## config.mk

```make
export PLATFORM = sky130hd
export DESIGN_NAME = serial_add_ctrl_flat
export DESIGN_NICKNAME = d
export VERILOG_FILES = /design/src/rtl/serial_add_ctrl_pkg.sv /design/src/rtl/serial_add_ctrl_if.sv /design/src/rtl/serial_add_ctrl_full_adder.sv /design/src/rtl/serial_add_ctrl.sv /design/src/flat_wrapper.sv
export SDC_FILE = /design/constraint.sdc
export NUM_CORES = 1
export LEC_CHECK = 0
export ABC_AREA = 1
export BUFFER_PORTS_ARGS = -buffer_cell sky130_fd_sc_hd__buf_2
export CAP_MARGIN = 20
export CORE_MARGIN = 5
export CORE_UTILIZATION = 55
export DETAILED_ROUTE_END_ITERATION = 16
export HOLD_SLACK_MARGIN = 0.06
export MAX_ROUTING_LAYER = met4
export PLACE_DENSITY_LB_ADDON = 0.15
export SYNTH_ARGS = -nofsm -noshare
export SYNTH_HDL_FRONTEND = slang
export SYNTH_SLANG_ARGS = --single-unit
```

## constraint.sdc

```tcl
create_clock -name clk -period 1.5 [get_ports clk]
set_clock_uncertainty 0.1 [all_clocks]
set_input_delay 0.3 -clock clk [delete_from_list [all_inputs] [get_ports clk]]
set_output_delay 0.3 -clock clk [all_outputs]
set_load 0.01 [all_outputs]
```

## src/rtl/serial_add_ctrl_pkg.sv

```systemverilog
// Shared definitions for the bit-serial add/subtract controller.
//   state_e : FSM state encoding (S_IDLE, S_RUN, S_DONE)
//   clog2() : ceiling log2, used to size the bit counter (minimum 1 bit)
package serial_add_ctrl_pkg;

  typedef enum logic [1:0] {
    S_IDLE = 2'd0,
    S_RUN  = 2'd1,
    S_DONE = 2'd2
  } state_e;

  // Elaboration-time helper. The loop bound keeps it synthesizable and
  // avoids evaluating 1 << 31, which is negative as an int.
  function automatic int clog2(input int value);
    int r;
    r = 0;
    for (int i = 0; i < 31; i++) begin
      if ((1 << i) < value) r = i + 1;
    end
    return (r < 1) ? 1 : r;
  endfunction

endpackage

```

## src/rtl/serial_add_ctrl_if.sv

```systemverilog
// Handshake/operand bundle for serial_add_ctrl.
//   master : requester side (drives start, sub, A, B, Cin)
//   slave  : controller side (drives ready, busy, done, Sum, Ca, ovf)
interface serial_add_ctrl_if #(
  parameter int WIDTH = 8
);
  logic             start;
  logic             sub;
  logic [WIDTH-1:0] A;
  logic [WIDTH-1:0] B;
  logic             Cin;
  logic             ready;
  logic             busy;
  logic             done;
  logic [WIDTH-1:0] Sum;
  logic             Ca;
  logic             ovf;

  modport master (
    output start, sub, A, B, Cin,
    input  ready, busy, done, Sum, Ca, ovf
  );

  modport slave (
    input  start, sub, A, B, Cin,
    output ready, busy, done, Sum, Ca, ovf
  );
endinterface

```

## src/rtl/serial_add_ctrl_full_adder.sv

```systemverilog
// One-bit full-adder cell shared by every bit position of the serial datapath.
//   A, B, Cin : operand bits and carry-in
//   Sum, Ca   : sum bit and carry-out
module full_adder (
  input  logic A,
  input  logic B,
  input  logic Cin,
  output logic Sum,
  output logic Ca
);
  assign Sum = A ^ B ^ Cin;
  assign Ca  = (A & B) | (Cin & (A ^ B));
endmodule

```

## src/rtl/serial_add_ctrl.sv

```systemverilog
// Bit-serial add/subtract controller: one full-adder cell processes the
// operands LSB first, one bit per cycle, with a carry flop between bits.
//   clk   : rising-edge clock
//   rst_n : asynchronous active-low reset
//   bus   : slave side of serial_add_ctrl_if (start/sub/A/B/Cin in,
//           ready/busy/done/Sum/Ca/ovf out)
module serial_add_ctrl
  import serial_add_ctrl_pkg::*;
#(
  parameter int WIDTH = 8
) (
  input  logic              clk,
  input  logic              rst_n,
  serial_add_ctrl_if.slave  bus
);

  localparam int CW = clog2(WIDTH);

  state_e           state_q, state_d;
  logic [WIDTH-1:0] op_a_q, op_a_d;
  logic [WIDTH-1:0] op_b_q, op_b_d;
  logic [WIDTH-1:0] shift_q, shift_d;
  logic [WIDTH-1:0] sum_q, sum_d;
  logic             carry_q, carry_d;
  logic             ca_q, ca_d;
  logic             ovf_q, ovf_d;
  logic [CW-1:0]    cnt_q, cnt_d;

  logic cell_sum, cell_ca;
  logic accept, last_bit;

  // Start is honoured in DONE as well as IDLE so results can run back-to-back.
  assign accept   = bus.start && ((state_q == S_IDLE) || (state_q == S_DONE));
  assign last_bit = (state_q == S_RUN) && (cnt_q == CW'(WIDTH - 1));

  full_adder u_cell (
    .A   (op_a_q[0]),
    .B   (op_b_q[0]),
    .Cin (carry_q),
    .Sum (cell_sum),
    .Ca  (cell_ca)
  );

  // State register
  // NOTE: sequential state uses non-blocking assignments so every flop
  // samples pre-edge values regardless of process ordering.
  always_ff @(posedge clk or negedge rst_n) begin
    if (!rst_n) state_q <= S_IDLE;
    else        state_q <= state_d;
  end

  // Next-state logic; the default arm pulls the unused encoding back to IDLE.
  always_comb begin
    state_d = S_IDLE;
    unique case (state_q)
      S_IDLE:  state_d = bus.start ? S_RUN : S_IDLE;
      S_RUN:   state_d = last_bit ? S_DONE : S_RUN;
      S_DONE:  state_d = bus.start ? S_RUN : S_IDLE;
      default: state_d = S_IDLE;
    endcase
  end

  // Output decode
  always_comb begin
    bus.ready = (state_q == S_IDLE) || (state_q == S_DONE);
    bus.busy  = (state_q == S_RUN);
    bus.done  = (state_q == S_DONE);
  end

  assign bus.Sum = sum_q;
  assign bus.Ca  = ca_q;
  assign bus.ovf = ovf_q;

  // Datapath next-state
  always_comb begin
    // NOTE: every target gets a hold default first so no latch is inferred
    // on paths that do not assign it.
    op_a_d  = op_a_q;
    op_b_d  = op_b_q;
    shift_d = shift_q;
    sum_d   = sum_q;
    carry_d = carry_q;
    ca_d    = ca_q;
    ovf_d   = ovf_q;
    cnt_d   = cnt_q;

    if (accept) begin
      // Subtraction is A + ~B + 1: invert B here and force the carry-in.
      op_a_d  = bus.A;
      op_b_d  = bus.B ^ {WIDTH{bus.sub}};
      carry_d = bus.sub ? 1'b1 : bus.Cin;
      cnt_d   = '0;
    end else if (state_q == S_RUN) begin
      shift_d = {cell_sum, shift_q[WIDTH-1:1]};
      op_a_d  = {1'b0, op_a_q[WIDTH-1:1]};
      op_b_d  = {1'b0, op_b_q[WIDTH-1:1]};
      carry_d = cell_ca;
      cnt_d   = last_bit ? '0 : cnt_q + CW'(1);
      if (last_bit) begin
        // carry_q is the carry into the MSB during the last bit.
        sum_d = {cell_sum, shift_q[WIDTH-1:1]};
        ca_d  = cell_ca;
        ovf_d = carry_q ^ cell_ca;
      end
    end
  end

  always_ff @(posedge clk or negedge rst_n) begin
    if (!rst_n) begin
      op_a_q  <= '0;
      op_b_q  <= '0;
      shift_q <= '0;
      sum_q   <= '0;
      carry_q <= 1'b0;
      ca_q    <= 1'b0;
      ovf_q   <= 1'b0;
      cnt_q   <= '0;
    end else begin
      op_a_q  <= op_a_d;
      op_b_q  <= op_b_d;
      shift_q <= shift_d;
      sum_q   <= sum_d;
      carry_q <= carry_d;
      ca_q    <= ca_d;
      ovf_q   <= ovf_d;
      cnt_q   <= cnt_d;
    end
  end

endmodule

```

## src/flat_wrapper.sv

```systemverilog
// flat-port wrapper written by rule: the top's interface ports become plain ports
module serial_add_ctrl_flat import serial_add_ctrl_pkg::*;
#(
  parameter int WIDTH = 8
)
  (clk, rst_n, bus_start, bus_sub, bus_A, bus_B, bus_Cin, bus_ready, bus_busy, bus_done, bus_Sum, bus_Ca, bus_ovf);
  serial_add_ctrl_if #(.WIDTH(WIDTH)) bus_i ();
  input  logic clk;
  input  logic rst_n;
  input wire logic [$bits(bus_i.start)-1:0] bus_start;
  input wire logic [$bits(bus_i.sub)-1:0] bus_sub;
  input wire logic [$bits(bus_i.A)-1:0] bus_A;
  input wire logic [$bits(bus_i.B)-1:0] bus_B;
  input wire logic [$bits(bus_i.Cin)-1:0] bus_Cin;
  output wire logic [$bits(bus_i.ready)-1:0] bus_ready;
  output wire logic [$bits(bus_i.busy)-1:0] bus_busy;
  output wire logic [$bits(bus_i.done)-1:0] bus_done;
  output wire logic [$bits(bus_i.Sum)-1:0] bus_Sum;
  output wire logic [$bits(bus_i.Ca)-1:0] bus_Ca;
  output wire logic [$bits(bus_i.ovf)-1:0] bus_ovf;
  assign bus_i.start = bus_start;
  assign bus_i.sub = bus_sub;
  assign bus_i.A = bus_A;
  assign bus_i.B = bus_B;
  assign bus_i.Cin = bus_Cin;
  assign bus_ready = bus_i.ready;
  assign bus_busy = bus_i.busy;
  assign bus_done = bus_i.done;
  assign bus_Sum = bus_i.Sum;
  assign bus_Ca = bus_i.Ca;
  assign bus_ovf = bus_i.ovf;
  serial_add_ctrl #(.WIDTH(WIDTH)) u_core (.clk(clk), .rst_n(rst_n), .bus(bus_i));
endmodule
```

==> impl_metrics.json <==
{
  "outcome": "complete, but fails checks",
  "violations": "negative setup slack",
  "yosys_warnings": 0,
  "gp_congestion": 0.841,
  "core_area_sq_um": 3390,
  "syn-num-nets": 268,
  "grt_pass1_wl_microns": 7010,
  "synth_top_family_by_area": "simple AND/OR/NAND/NOR gates",
  "clk_pin_slew_worst_paths_ns": 0.11,
  "setup_viol": 2,
  "seq_area_sq_um": 977,
  "tightest_slew_ns": 0.422,
  "fin_hold_ws_ns": 0.113,
  "wire_per_inst_microns": 11.8,
  "syn2layout_area_growth_pct": 21.0,
  "finalSetupTns_ns": -0.0480,
  "max_slew_margin_pct": 71.9,
  "crit_path_start": "u_core.state_q[0]",
  "critPathMostFrequentCell": "buf_6",
  "synth-xor-area-share_pct": 0.451,
  "die_h_microns": 69.4,
  "slew_violations": 0,
  "period_needed_ns": 1.53,
  "rsz0062_at_grt": "true",
  "grt_overflow": 0,
  "synthAdderAreaFrac_pct": 2.32,
  "port_buffers": 33,
  "rows": 21,
  "initial_core_util_pct": 57.3,
  "antennaDiodeCount": 0,
  "grt_usage_pct": 18.6,
  "max_cap_violations": 0,
  "yosys-top-cells-area": "dfrtp_1 (50%), nand2_1 (19%), nand3_1 (8.5%)",
  "leakage_nw": 1.34,
  "dr.first_iter.drc_count": 80,
  "io_pins": 34,
  "clock_path_buffers": 2,
  "cts_buffers": 5,
  "hp-class": "in -> reg",
  "finalHoldViolations": 0,
  "cts_sinks": 39,
  "fmax_mhz": 654,
  "die_w_microns": 69.4,
  "synth_cell_type_count": 19,
  "p_per_area_nw_per_um2": 1950,
  "nNetsFinal": 315,
  "route.vias.total": 1652,
  "period_share_pct": 102,
  "synth-seq-area-share_pct": 50.2,
  "final_common_cell": "nand2_1",
  "synth_cells": 244,
  "hp-start": "bus_B[7]",
  "crit_chain": "buf_6 > nor2_4 > buf_6",
  "multi_input_area_sq_um": 788,
  "critPathRequiredTime_ns": 1.10,
  "crit_path_top_delay_cell": "dfrtp_2",
  "layout-drive-gt1-share_pct": 25.0,
  "end_kind": "primary output",
  "antenna_found_initial": 0,
  "fill_cells": 287,
  "yosysTopAreaCellShare_pct": 50.2,
  "layout_common_cells": "nand2_1 (100), dfrtp_1 (38), nand3_1 (33), buf_2 (31), inv_1 (29)",
  "hpwl_microns": 2700,
  "synth_compound_area_share_pct": 5.67,
  "max_stage_delay_ns": 0.46,
  "startpoint_type": "flip-flop",
  "avgSynthCellArea_sq_um": 7.96,
  "worst-path-max-fanout": 4,
  "vias_per_cell": 4.89,
  "cp.arrival_ns": 1.13,
  "synth.area.mux_share_pct": 0,
  "tritoncts": "done",
  "drc": 0,
  "crit_type": "reg -> out",
  "grt_pass1_vias": 1498,
  "drt-total-wl_microns": 3980,
  "grt_max_degree": 24,
  "cts_root_buf": "clkbuf_4",
  "netlist_area_sq_um": 1940,
  "clock_latency_ns": 0.36,
  "ys_seq_elements": 39,
  "r2r_start": "u_core.state_q[0]",
  "antenna_left": 0,
  "peakVddDrop_uv": 957,
  "drt-pass1-iter-count": 4,
  "yosys.area.top_type": "dfrtp_1",
  "htreeDepth": 2,
  "yosys.area_share.simple_pct": 31.6,
  "die_area_sq_um": 4820,
  "fin_ws_ns": -0.0295,
  "fin_util_pct": 69.4
}
where the power goes:
group	leakage [nW]	switching, W	internal (W)
sequential	0.483	0.000287	0.00154
combinational	0.810	0.00120	0.000832
clock	0.0452	0.000363	0.000351
area by class of cell:
type	instances	area share, %
clock buffers	5	1.60
clock inverters	3	1.86
inverters	32	5.32
multi-input cells	164	33.5
flip-flops and latches	39	41.6
well taps	46	2.45
repair buffers	49	13.7
layer usage:
| metal | track usage [%] | part of all wire, % |
|---|---|---|
| met2 | 26.0 | 44 |
| met4 | 6.51 | 1.7 |
| met3 | 4.93 | 5.5 |
| met1 | 26.0 | 49 |
| met5 | - | 0 |
synth_stat cells:
cell type / number
inv_4: 1
o21ai_2: 7
inv_2: 1
buf_2: 2
clkbuf_1: 3
a21oi_2: 1
dfrtp_1: 39
nand3_1: 33
buf_6: 4
xor2_1: 1
inv_1: 30
nor2_1: 6
o21ai_0: 8
nand2_4: 3
nor2_4: 1
fa_1: 1
nand2_1: 100
ha_1: 2
nand2_2: 1
worst paths after layout:
check / endpoint / slack, ns / cells past startpoint
setup reg to reg: u_core.op_b_q[4] / 0.06 / 6
min in group asynchronous: u_core.op_a_q[6] / 0.30 / 2
hold / removal: u_core.op_b_q[7] / 0.11 / 4
setup / recovery: bus_done / -0.03 / 3
hold reg to reg: u_core.bus.Sum[2] / 0.39 / 2
max in group asynchronous: u_core.bus.Sum[0] / 0.54 / 3
cell families after synthesis:
logic type      count (synthesis)
simple gates                  144
compound gates                 16
buf+inv                        41
fa+ha+maj                       3
xor+xnor                        1
flops                          39
worst max-delay path: cells and delay by family, from the launching register on:
family / cells / cell delay (ns)
DFF: 1 / 0.46
buffers and inverters: 2 / 0.24
and+or+nand+nor: 1 / 0.08
what timing repair did:
action                                  CTS  global route
hold buffers                              3             0
gates resized for setup                   6             3
hold endpoints to repair                 18             0
endpoints found under the setup margin    3             5
setup buffers                             5             1
pin swaps                                 2             1
per-stage QoR:
stage          std cells  setup WS, ns  instance area [sq um]  total power [W]
3_3_place_gp         322         0.128                   2170          0.00368
2_1_floorplan        244         0.185                   1940          0.00321
5_1_grt              338       -0.0947                   2350          0.00502
3_5_place_dp         322         0.129                   2170          0.00373
4_1_cts              337       -0.0606                   2330          0.00458
6_report             338       -0.0295                   2350          0.00458
registers in the layout, indices dropped and copies added, names as in the netlist:
name,count
u_core.bus.Sum,8
u_core.op_a_q,8
u_core.op_b_q,8
u_core.shift_q,7
u_core.cnt_q,3
u_core.state_q,2
u_core.bus.Ca,1
u_core.bus.ovf,1
u_core.carry_q,1
No activity file was read; power rests on OpenSTA's default activity.
